<file path="src/rtl/decoder_pkg.sv">
// Shared types and helpers for the decoder select sequencer.
// Pure declarations; no logic, no latency, no flow control.
package decoder_pkg;

    localparam int CODE_W = 3;
    localparam logic [CODE_W-1:0] CODE_MAX = 3'd7;

    localparam logic [1:0] IDLE = 2'd0;
    localparam logic [1:0] RUN  = 2'd1;
    localparam logic [1:0] HOLD = 2'd2;

    // Step the select code by one, wrapping modulo 8 in either direction.
    function automatic logic [CODE_W-1:0] next_code(input logic [CODE_W-1:0] code,
                                                    input logic              dir);
        return dir ? code - CODE_W'(1) : code + CODE_W'(1);
    endfunction

endpackage

</file>
<file path="src/rtl/decoder_scan_ctrl_dwell_counter.sv">
// Dwell timer: counts cycles a code has been held, flags the last cycle.
// Latency: tc is decoded from the registered count. No backpressure.
module dwell_counter #(
    parameter int DWELL = 100,
    parameter int CNT_W = 7
) (
    input  logic clk,
    input  logic rst,
    input  logic clr,
    input  logic en,
    output logic tc
);

    logic [CNT_W-1:0] cnt;

    always_ff @(posedge clk) begin
        if (rst || clr) begin
            cnt <= '0;
        end else if (en) begin
            cnt <= cnt + CNT_W'(1);
        end
    end

    assign tc = (cnt == CNT_W'(DWELL - 1));

endmodule

</file>
<file path="src/rtl/decoder_scan_ctrl.sv">
// Sweeps the 3-bit decoder select through all codes with a programmable dwell.
// Start code one cycle after EN; advance every DWELL cycles. No backpressure.
module decoder_scan_ctrl
    import decoder_pkg::*;
#(
    parameter int DWELL = 100,
    parameter int CNT_W = 7
) (
    input  logic              CLK,
    input  logic              RST,
    input  logic              EN,
    input  logic              MODE,
    input  logic              DIR,
    input  logic              STEP,
    output logic              A,
    output logic              B,
    output logic              C,
    output logic [CODE_W-1:0] CODE,
    output logic              BUSY,
    output logic              DONE
);

    logic [1:0]        state;
    logic [CODE_W-1:0] code_q;
    logic              dir_q;
    logic              busy_q;
    logic              done_q;
    logic              cnt_clr;
    logic              cnt_en;
    logic              cnt_tc;
    logic              last_code;

    assign last_code = (code_q == (dir_q ? '0 : CODE_MAX));

    // Count freezes whenever EN drops in RUN, so the dwell resumes mid-way after HOLD.
    always_comb begin
        cnt_clr = 1'b0;
        cnt_en  = 1'b0;
        case (state)
            IDLE: cnt_clr = EN;
            RUN: begin
                cnt_clr = EN && cnt_tc;
                cnt_en  = EN && !cnt_tc;
            end
            HOLD: cnt_clr = !EN && STEP;
            default: cnt_clr = 1'b1;
        endcase
    end

    dwell_counter #(
        .DWELL (DWELL),
        .CNT_W (CNT_W)
    ) u_dwell (
        .clk (CLK),
        .rst (RST),
        .clr (cnt_clr),
        .en  (cnt_en),
        .tc  (cnt_tc)
    );

    always_ff @(posedge CLK) begin
        if (RST) begin
            state  <= IDLE;
            code_q <= '0;
            dir_q  <= 1'b0;
            busy_q <= 1'b0;
            done_q <= 1'b0;
        end else begin
            done_q <= 1'b0;
            case (state)
                IDLE: begin
                    if (EN) begin
                        state  <= RUN;
                        busy_q <= 1'b1;
                        code_q <= DIR ? CODE_MAX : '0;
                        dir_q  <= DIR;
                    end else if (STEP) begin
                        code_q <= next_code(code_q, DIR);
                    end
                end
                RUN: begin
                    if (!EN) begin
                        state <= HOLD;
                    end else if (cnt_tc) begin
                        if (MODE && last_code) begin
                            state  <= IDLE;
                            busy_q <= 1'b0;
                            done_q <= 1'b1;
                        end else begin
                            code_q <= next_code(code_q, dir_q);
                        end
                    end
                end
                HOLD: begin
                    if (EN) begin
                        state <= RUN;
                    end else if (STEP) begin
                        code_q <= next_code(code_q, DIR);
                    end
                end
                default: begin
                    state  <= IDLE;
                    busy_q <= 1'b0;
                end
            endcase
        end
    end

    assign CODE = code_q;
    assign A    = code_q[2];
    assign B    = code_q[1];
    assign C    = code_q[0];
    assign BUSY = busy_q;
    assign DONE = done_q;

endmodule

</file>
<file path="config.mk">
export PLATFORM = sky130hd
export DESIGN_NAME = decoder_scan_ctrl
export DESIGN_NICKNAME = d
export VERILOG_FILES = /design/src/rtl/decoder_pkg.sv /design/src/rtl/decoder_scan_ctrl_dwell_counter.sv /design/src/rtl/decoder_scan_ctrl.sv
export SDC_FILE = /design/constraint.sdc
export NUM_CORES = 1
export LEC_CHECK = 0
export BUFFER_PORTS_ARGS = -buffer_cell sky130_fd_sc_hd__buf_2
export CAP_MARGIN = 10
export CORE_ASPECT_RATIO = 0.75
export CORE_UTILIZATION = 54
export CTS_BUF_LIST = sky130_fd_sc_hd__clkbuf_8
export DETAILED_ROUTE_END_ITERATION = 7
export GPL_ROUTABILITY_DRIVEN = 0
export PLACE_DENSITY = 0.71
export SYNTH_ARGS = -nofsm -noshare
export SYNTH_HDL_FRONTEND = slang
export SYNTH_SLANG_ARGS = --single-unit
</file>
<file path="constraint.sdc">
create_clock -name CLK -period 2.67 [get_ports CLK]
set_clock_uncertainty 0.2 [all_clocks]
set_input_delay 0.1335 -clock CLK [delete_from_list [all_inputs] [get_ports CLK]]
set_output_delay 0.1335 -clock CLK [all_outputs]
set_load 0.02 [all_outputs]
</file>
==> results of run 1 <==
==> registers in the layout (all words and copies together) (netlist names) <==
signal,cells
state,2
u_dwell.cnt,7
CODE,3
DONE,1
BUSY,1
dir_q,1
==> layout by cell type, fill, tap and decap left out, types with 2 or more instances in the layout <==
cell type | synthesis | routed
dfxtp_1 | 15 | 15
nor2_1 | 13 | 13
buf_2 | 0 | 13
inv_1 | 9 | 10
nand2_1 | 9 | 9
a21oi_1 | 9 | 9
ha_1 | 9 | 9
nand3_1 | 6 | 6
o21ai_0 | 5 | 5
xor2_1 | 5 | 5
xnor2_1 | 5 | 5
and3_1 | 4 | 4
mux2i_1 | 3 | 3
clkbuf_8 | 1 | 3
and2_1 | 2 | 2
a32oi_1 | 2 | 2
nor3b_1 | 2 | 2
nor3_1 | 2 | 2
a211o_1 | 2 | 2
dlygate4sd3_1 | 0 | 2
==> stage by stage <==
stage,hold slack [ps],total power [mW],instances,instance area [um2],util
final,71.5,0.650,160,1160,0.646
after global routing,98.4,0.689,160,1160,0.646
after CTS,61.9,0.654,160,1160,0.646
after detailed placement,243,0.464,154,1090,0.610
after global placement,245,0.462,154,1090,0.610
after floorplan,93.0,0.426,126,1060,-
==> cells by family after synthesis <==
group                    count (synthesis)  share of synthesized area
AO/OA/AOI/OAI                           28                      0.185
flip-flops                              15                      0.284
buffers and inverters                   16                     0.0876
multiplexers                             5                     0.0497
AND/OR/NAND/NOR                         43                      0.205
XOR/XNOR                                10                     0.0828
adder cells (fa/ha/maj)                  9                      0.107
==> final timing paths <==
path	startpoint	cells after the start	slack, ps	to
worst max-delay path	CODE[0]$_SDFFE_PP0P_	7	330	CODE[0]$_SDFFE_PP0P_
worst min-delay path	EN	3	70	dir_q$_SDFFE_PP0P_
worst max register to register	CODE[0]$_SDFFE_PP0P_	7	330	CODE[0]$_SDFFE_PP0P_
worst min register to register	state[1]$_SDFFE_PP0P_	2	320	state[1]$_SDFFE_PP0P_
==> repair_timing <==
action,CTS,global route
buffers inserted,0,0
endpoints found under the setup margin,0,0
endpoints found under the hold margin,5,0
hold buffers,2,0
==> power by group through the flow <==
stage / registers [mW] / clock network (mW) / logic (mW)
3_5_place_dp: 0.266 / 0 / 0.197
4_1_cts: 0.261 / 0.191 / 0.202
2_1_floorplan: 0.270 / 0 / 0.156
3_3_place_gp: 0.264 / 0 / 0.199
5_1_grt: 0.265 / 0.198 / 0.226
6_report: 0.262 / 0.182 / 0.205
==> final cells by class <==
type	instances	area (um2)	share of cell area
inverter	9	33.8	0.0292
sequential	15	300	0.260
tap	22	27.5	0.0238
clock buffer	3	41.3	0.0357
timing repair buffer	15	85.1	0.0736
multi-input combinational	95	664	0.575
clock inverter	1	3.75	0.00325
==> worst reg2reg max path: cells and delay by family, from the launching register on <==
family | cells | cell delay [ps]
simple gates | 2 | 170
flops | 1 | 430
buf+inv | 1 | 140
fa+ha+maj | 1 | 300
compound gates | 2 | 650
mux | 1 | 370
==> metal layers <==
metal / vias up / GRT usage / share of wire / routed length [um]
li1: 464 / - / - / -
met1: 411 / 0.352 / 0.53 / 1240
met2: 29 / 0.358 / 0.41 / 957
met3: 3 / 0.0833 / 0.052 / 122
met4: 0 / 0.0395 / 0.0081 / 19
met5: - / 0 / 0 / 0
==> summary.md, run 1 <==
| Metric | Value |
|---|---|
| Combinational power share | 0.315 |
| CTS sink cnt | 15 |
| Reg power frac | 0.404 |
| Post-synth EDFFs | 0 |
| Antenna diode count | 0 |
| I/O pin cnt | 14 |
| Sum of negative setup slack | 0 ps |
| Layout cells sized above 1 | 0.130 |
| Top-count cell post-synth | dfxtp_1 |
| YS warnings | 0 |
| Main flop type after synthesis | dfxtp_1 |
| Routed vias | 907 |
| CTS Buf Count | 3 |
| Crit Path Category | reg -> reg |
| Initial Util | 0.591 |
| Antenna violations before repair | 0 |
| Final hold vios | 0 |
| Net Sw Power | 0.227 mW |
| FILL cells | 166 |
| Critical Path RT | 2660 ps |
| RSZ-0062 raised after global routing | false |
| CTS Root Cell | clkbuf_8 |
| Area fraction of the dominant cell type after synthesis | 0.284 |
| Final ANT Viol Nets | 0 |
| Die Y | 40.3 um |
| Slew Limit Fails | 0 |
| Vias in the first global route | 772 |
| Hold Path Class | in -> reg |
| Final period util | 0.875 |
| DRC errors left | 0 |
| Worst setup SP type | flop |
| DR WL/cell | 14.6 um |
| GRT Residual Overflow | 0 |
| Starting DRT DRC Count | 27 |
| Core area | 0.00179 mm2 |
| PostCTS Resize Cnt | 0 |
| First-pass GRT wire length | 3.60 mm |
| CP endpoint kind | flop |
| Synth unique cells | 36 |
| CP Buf/Inv Count | 1 |
| Die ar. | 0.00214 mm2 |
| Status | complete, no violations |
| Clock power frac | 0.281 |
| Pre-CTS setup slack | 406 ps |
| Routed wire length | 2.34 mm |
| Synthesized area | 0.00106 mm2 |
| Sw frac | 0.350 |
| Syn Inst Count | 126 |
| Critical path fanouts, max | 5 |
| Max Freq | 0.428 GHz |
| Area leader, netlist | dfxtp_1 |
| Average size of a mapped cell | 8.39 um2 |
| Post-DR vias/cell | 5.67 |
| Async SR Flop Fraction | 0 |
| Leakage | 0.486 nW |
| Port-buffer cells | 13 |
| Rows | 13 |
| PD cells | 562 mW/mm2 |
| Placed wire-length estimate | 1.75 mm |
| Nets | 154 |
| Largest delay share family, worst path | compound AO/OA/AOI/OAI gates |
| Largest net degree at the start of global routing | 14 |
| Synthesis-to-finish area growth | 9.35% |
| Most frequent cells after synthesis | dfxtp_1 (15), nor2_1 (13) |
| Slew margin rel. | 0.601 |
| Mapped Nets | 141 |
| Peak supply drop | 395 uV |
| Worst-Skew Late Latency | 250 ps |
| Largest cells by area after synthesis | dfxtp_1 (28%), ha_1 (11%), nor2_1 (4.6%), a21oi_1 (4.3%), buf_4 (4.3%) |
| FF+latch count, synth | 15 |
| Reg clk slew, reported paths | 60 ps |
| Final WS setup | 335 ps |
| Die span in x | 53.1 um |
| Min Tclk post-route | 2340 ps |
| Cell-internal power | 0.422 mW |
| Worst EP arrival | 2330 ps |
| H-tree depth | 1 |
| Crit path cell chain | inv_1, ha_1, nand2_1, a21oi_1, o41ai_2, mux2_1, nor2_1 |
| Seq/Total Area, Yosys | 0.284 |
| Total track usage | 0.245 |
| Crit-path max cell delay | 590 ps |
| Worst-Margin Slew | 597 ps |
| CTS tree | built |
| CTS max path bufs | 2 |
| Final setup viols | 0 |
| Crit-path slowest cell | o41ai_2 |
| Max_cap viols | 0 |
| Drt pass-1 iters | 4 |
No activity file was read; power rests on OpenSTA's default activity.
==> run 2, diff against run 1 <==
Settings changed: HOLD_SLACK_MARGIN from default to 0.15.
==> run 2 against run 1 <==
Net effect:
- clock power about the same
- worst setup slack improved by 21 ps
- non-clock buffer count increased by 1
- largest cell class unchanged
==> summary.md, run 2 (synthesized netlist as in run 1, its figures left out) <==
| Metric | Value |
|---|---|
| Slew Limit Fails | 0 (unchanged) |
| Crit-path max cell delay | 580 ps (about the same) |
| CP Buf/Inv Count | 1 (unchanged) |
| Number of cells on the critical path | 7 (unchanged) |
| Max_cap viols | 0 (unchanged) |
| Register area | 300 um2 (unchanged) |
| Worst setup SP type | flop |
| DR WL/cell | 14.5 um (-0.88%) |
| Min Tclk post-route | 2310 ps (-21.3 ps) |
| Slew margin rel. | 0.599 (-0.00292) |
| Most common cell after layout, fill and taps aside | dfxtp_1 |
| Antenna violations before repair | 0 (unchanged) |
| Total track usage | 0.246 (+0.000824) |
| CTS Root Cell | clkbuf_8 |
| Final hold vios | 0 (unchanged) |
| CTS sink cnt | 15 (unchanged) |
| DRC errors left | 0 (unchanged) |
| Routed wire length | 2.33 mm (-0.26%) |
| Post-CTS setup buffers | 0 (unchanged) |
| Final period util | 0.867 (-0.00799) |
| Die span in x | 53.1 um (unchanged) |
| PostCTS Resize Cnt | 0 (unchanged) |
| Peak supply drop | 395 uV (about the same) |
| H-tree depth | 1 (unchanged) |
| Reg clk slew, reported paths | 60 ps (about the same) |
| Layout cells sized above 1 | 0.129 (-0.000938) |
| Rows | 13 (unchanged) |
| Most frequent cells in the layout | dfxtp_1 (15), nor2_1 (13), buf_2 (13) |
| FF-to-FF path depth | 7 (unchanged) |
| Final setup viols | 0 (unchanged) |
| First-pass GRT wire length | 3.62 mm (+0.39%) |
| Nets | 155 (+0.65%) |
| Worst Hold Launch | MODE |
| Core area | 0.00179 mm2 (unchanged) |
| Worst-Margin Slew | 602 ps (+4.37 ps) |
| R2r setup slk | 360 ps (+20 ps) |
| Non-Filler Instances | 161 (+0.63%) |
| Status | complete, no violations |
| Max Freq | 0.432 GHz (+0.92%) |
| Largest net degree at the start of global routing | 14 (unchanged) |
| Hold Crit Depth | 4 (+1) |
| Footprint of the multi-input gates | 664 um2 (unchanged) |
| CTS max path bufs | 2 (unchanged) |
| CTS tree | built |
| Antenna diode count | 0 (unchanged) |
| Port-buffer cells | 13 (unchanged) |
| Placed wire-length estimate | 1.75 mm (unchanged) |
| Largest delay share family, worst path | compound AO/OA/AOI/OAI gates |
| Crit path cell chain | inv_1, ha_1, nand2_1, a21oi_1, o41ai_2, mux2_1, nor2_1 |
| Worst Hold Path EP | DONE$_SDFF_PP0_ |
| Leakage | 0.490 nW (+0.86%) |
| Sum of negative setup slack | 0 ps (unchanged) |
| Die Y | 40.3 um (unchanged) |
| Routed vias | 915 (+0.88%) |
| Critical Path RT | 2660 ps (about the same) |
| Final ANT Viol Nets | 0 (unchanged) |
| Vias in the first global route | 775 (+0.39%) |
| Die ar. | 0.00214 mm2 (unchanged) |
| I/O pin cnt | 14 (unchanged) |
| Starting DRT DRC Count | 27 (unchanged) |
| CP endpoint kind | flop |
| GRT Residual Overflow | 0 (unchanged) |
| PD cells | 558 mW/mm2 (-0.75%) |
| RR Endpoint | CODE[0]$_SDFFE_PP0P_ |
| RSZ-0062 raised after global routing | false |
| CTS Buf Count | 3 (unchanged) |
| Worst hold slack | 192 ps (+121 ps) |
| Initial Util | 0.591 (unchanged) |
| Crit-path slowest cell | o41ai_2 |
| Hold-fix buffers at CTS | 3 (+1) |
| Drt pass-1 iters | 4 (unchanged) |
| Synthesis-to-finish area growth | 10.3% |
| Crit Path Category | reg -> reg |
| Post-DR vias/cell | 5.68 (+0.26%) |
| Max reg flops | 7 (unchanged) |
| Placed Cells | 154 (unchanged) |
| FILL cells | 166 (unchanged) |
| Critical path fanouts, max | 5 (unchanged) |
| Top reg by flops | u_dwell.cnt |
| Hold Path Class | in -> reg |
| Worst EP arrival | 2310 ps (-20 ps) |
| Reg2reg start | CODE[0]$_SDFFE_PP0P_ |
| Worst-Skew Late Latency | 250 ps (about the same) |
## run 2: changes by cell type in the layout (fill, tap and decap cells not counted)
| cell | change |
|---|---|
| dlygate4sd3_1 | +1 |
## run 2: final cells by class
class | count | share of cell area
Tap cell | 22 | 0.0236
Inverter | 9 | 0.0290
Clock buffer | 3 | 0.0354
Multi-Input combinational cell | 95 | 0.570
Clock inverter | 1 | 0.00322
Sequential cell | 15 | 0.258
Timing Repair Buffer | 16 | 0.0815
## run 2: worst register-to-register path: cells and delay by family (launching register included)
| kind | cells | cell delay (ps) |
|---|---|---|
| compound gates | 2 | 640 |
| flops | 1 | 430 |
| buf+inv | 1 | 140 |
| fa+ha+maj | 1 | 300 |
| simple gates | 2 | 170 |
| mux | 1 | 370 |
## run 2: worst max path at each step
stage | startpoint | end
5_1_grt | CODE[0]$_SDFFE_PP0P_ | CODE[0]$_SDFFE_PP0P_
3_5_place_dp | CODE[0]$_SDFFE_PP0P_ | CODE[0]$_SDFFE_PP0P_
2_1_floorplan | CODE[0]$_SDFFE_PP0P_ | CODE[0]$_SDFFE_PP0P_
6_report | CODE[0]$_SDFFE_PP0P_ | CODE[0]$_SDFFE_PP0P_
3_3_place_gp | CODE[0]$_SDFFE_PP0P_ | CODE[0]$_SDFFE_PP0P_
4_1_cts | CODE[0]$_SDFFE_PP0P_ | CODE[0]$_SDFFE_PP0P_
## run 2: layer usage
layer,wire length (um),track usage,vias to the layer above
li1,-,-,467
met1,1220,0.354,414
met2,950,0.358,31
met3,143,0.0833,3
met4,19,0.0395,0
met5,0,0,-
## run 2: metrics by stage
step           total power [mW]  instance area, um2   util  worst slack, ps
6_report                  0.650                1170  0.652              356
3_3_place_gp              0.462                1090  0.610              550
2_1_floorplan             0.426                1060      -              487
5_1_grt                   0.690                1170  0.652              251
4_1_cts                   0.655                1170  0.652              398
3_5_place_dp              0.464                1090  0.610              406
## run 2: where the power goes
group	total, mW	switching, mW	internal [mW]	leakage [nW]
logic	0.205	0.123	0.0828	0.341
clock network	0.182	0.0802	0.102	0.0269
registers	0.263	0.0243	0.238	0.122
total	0.650	0.227	0.423	0.490
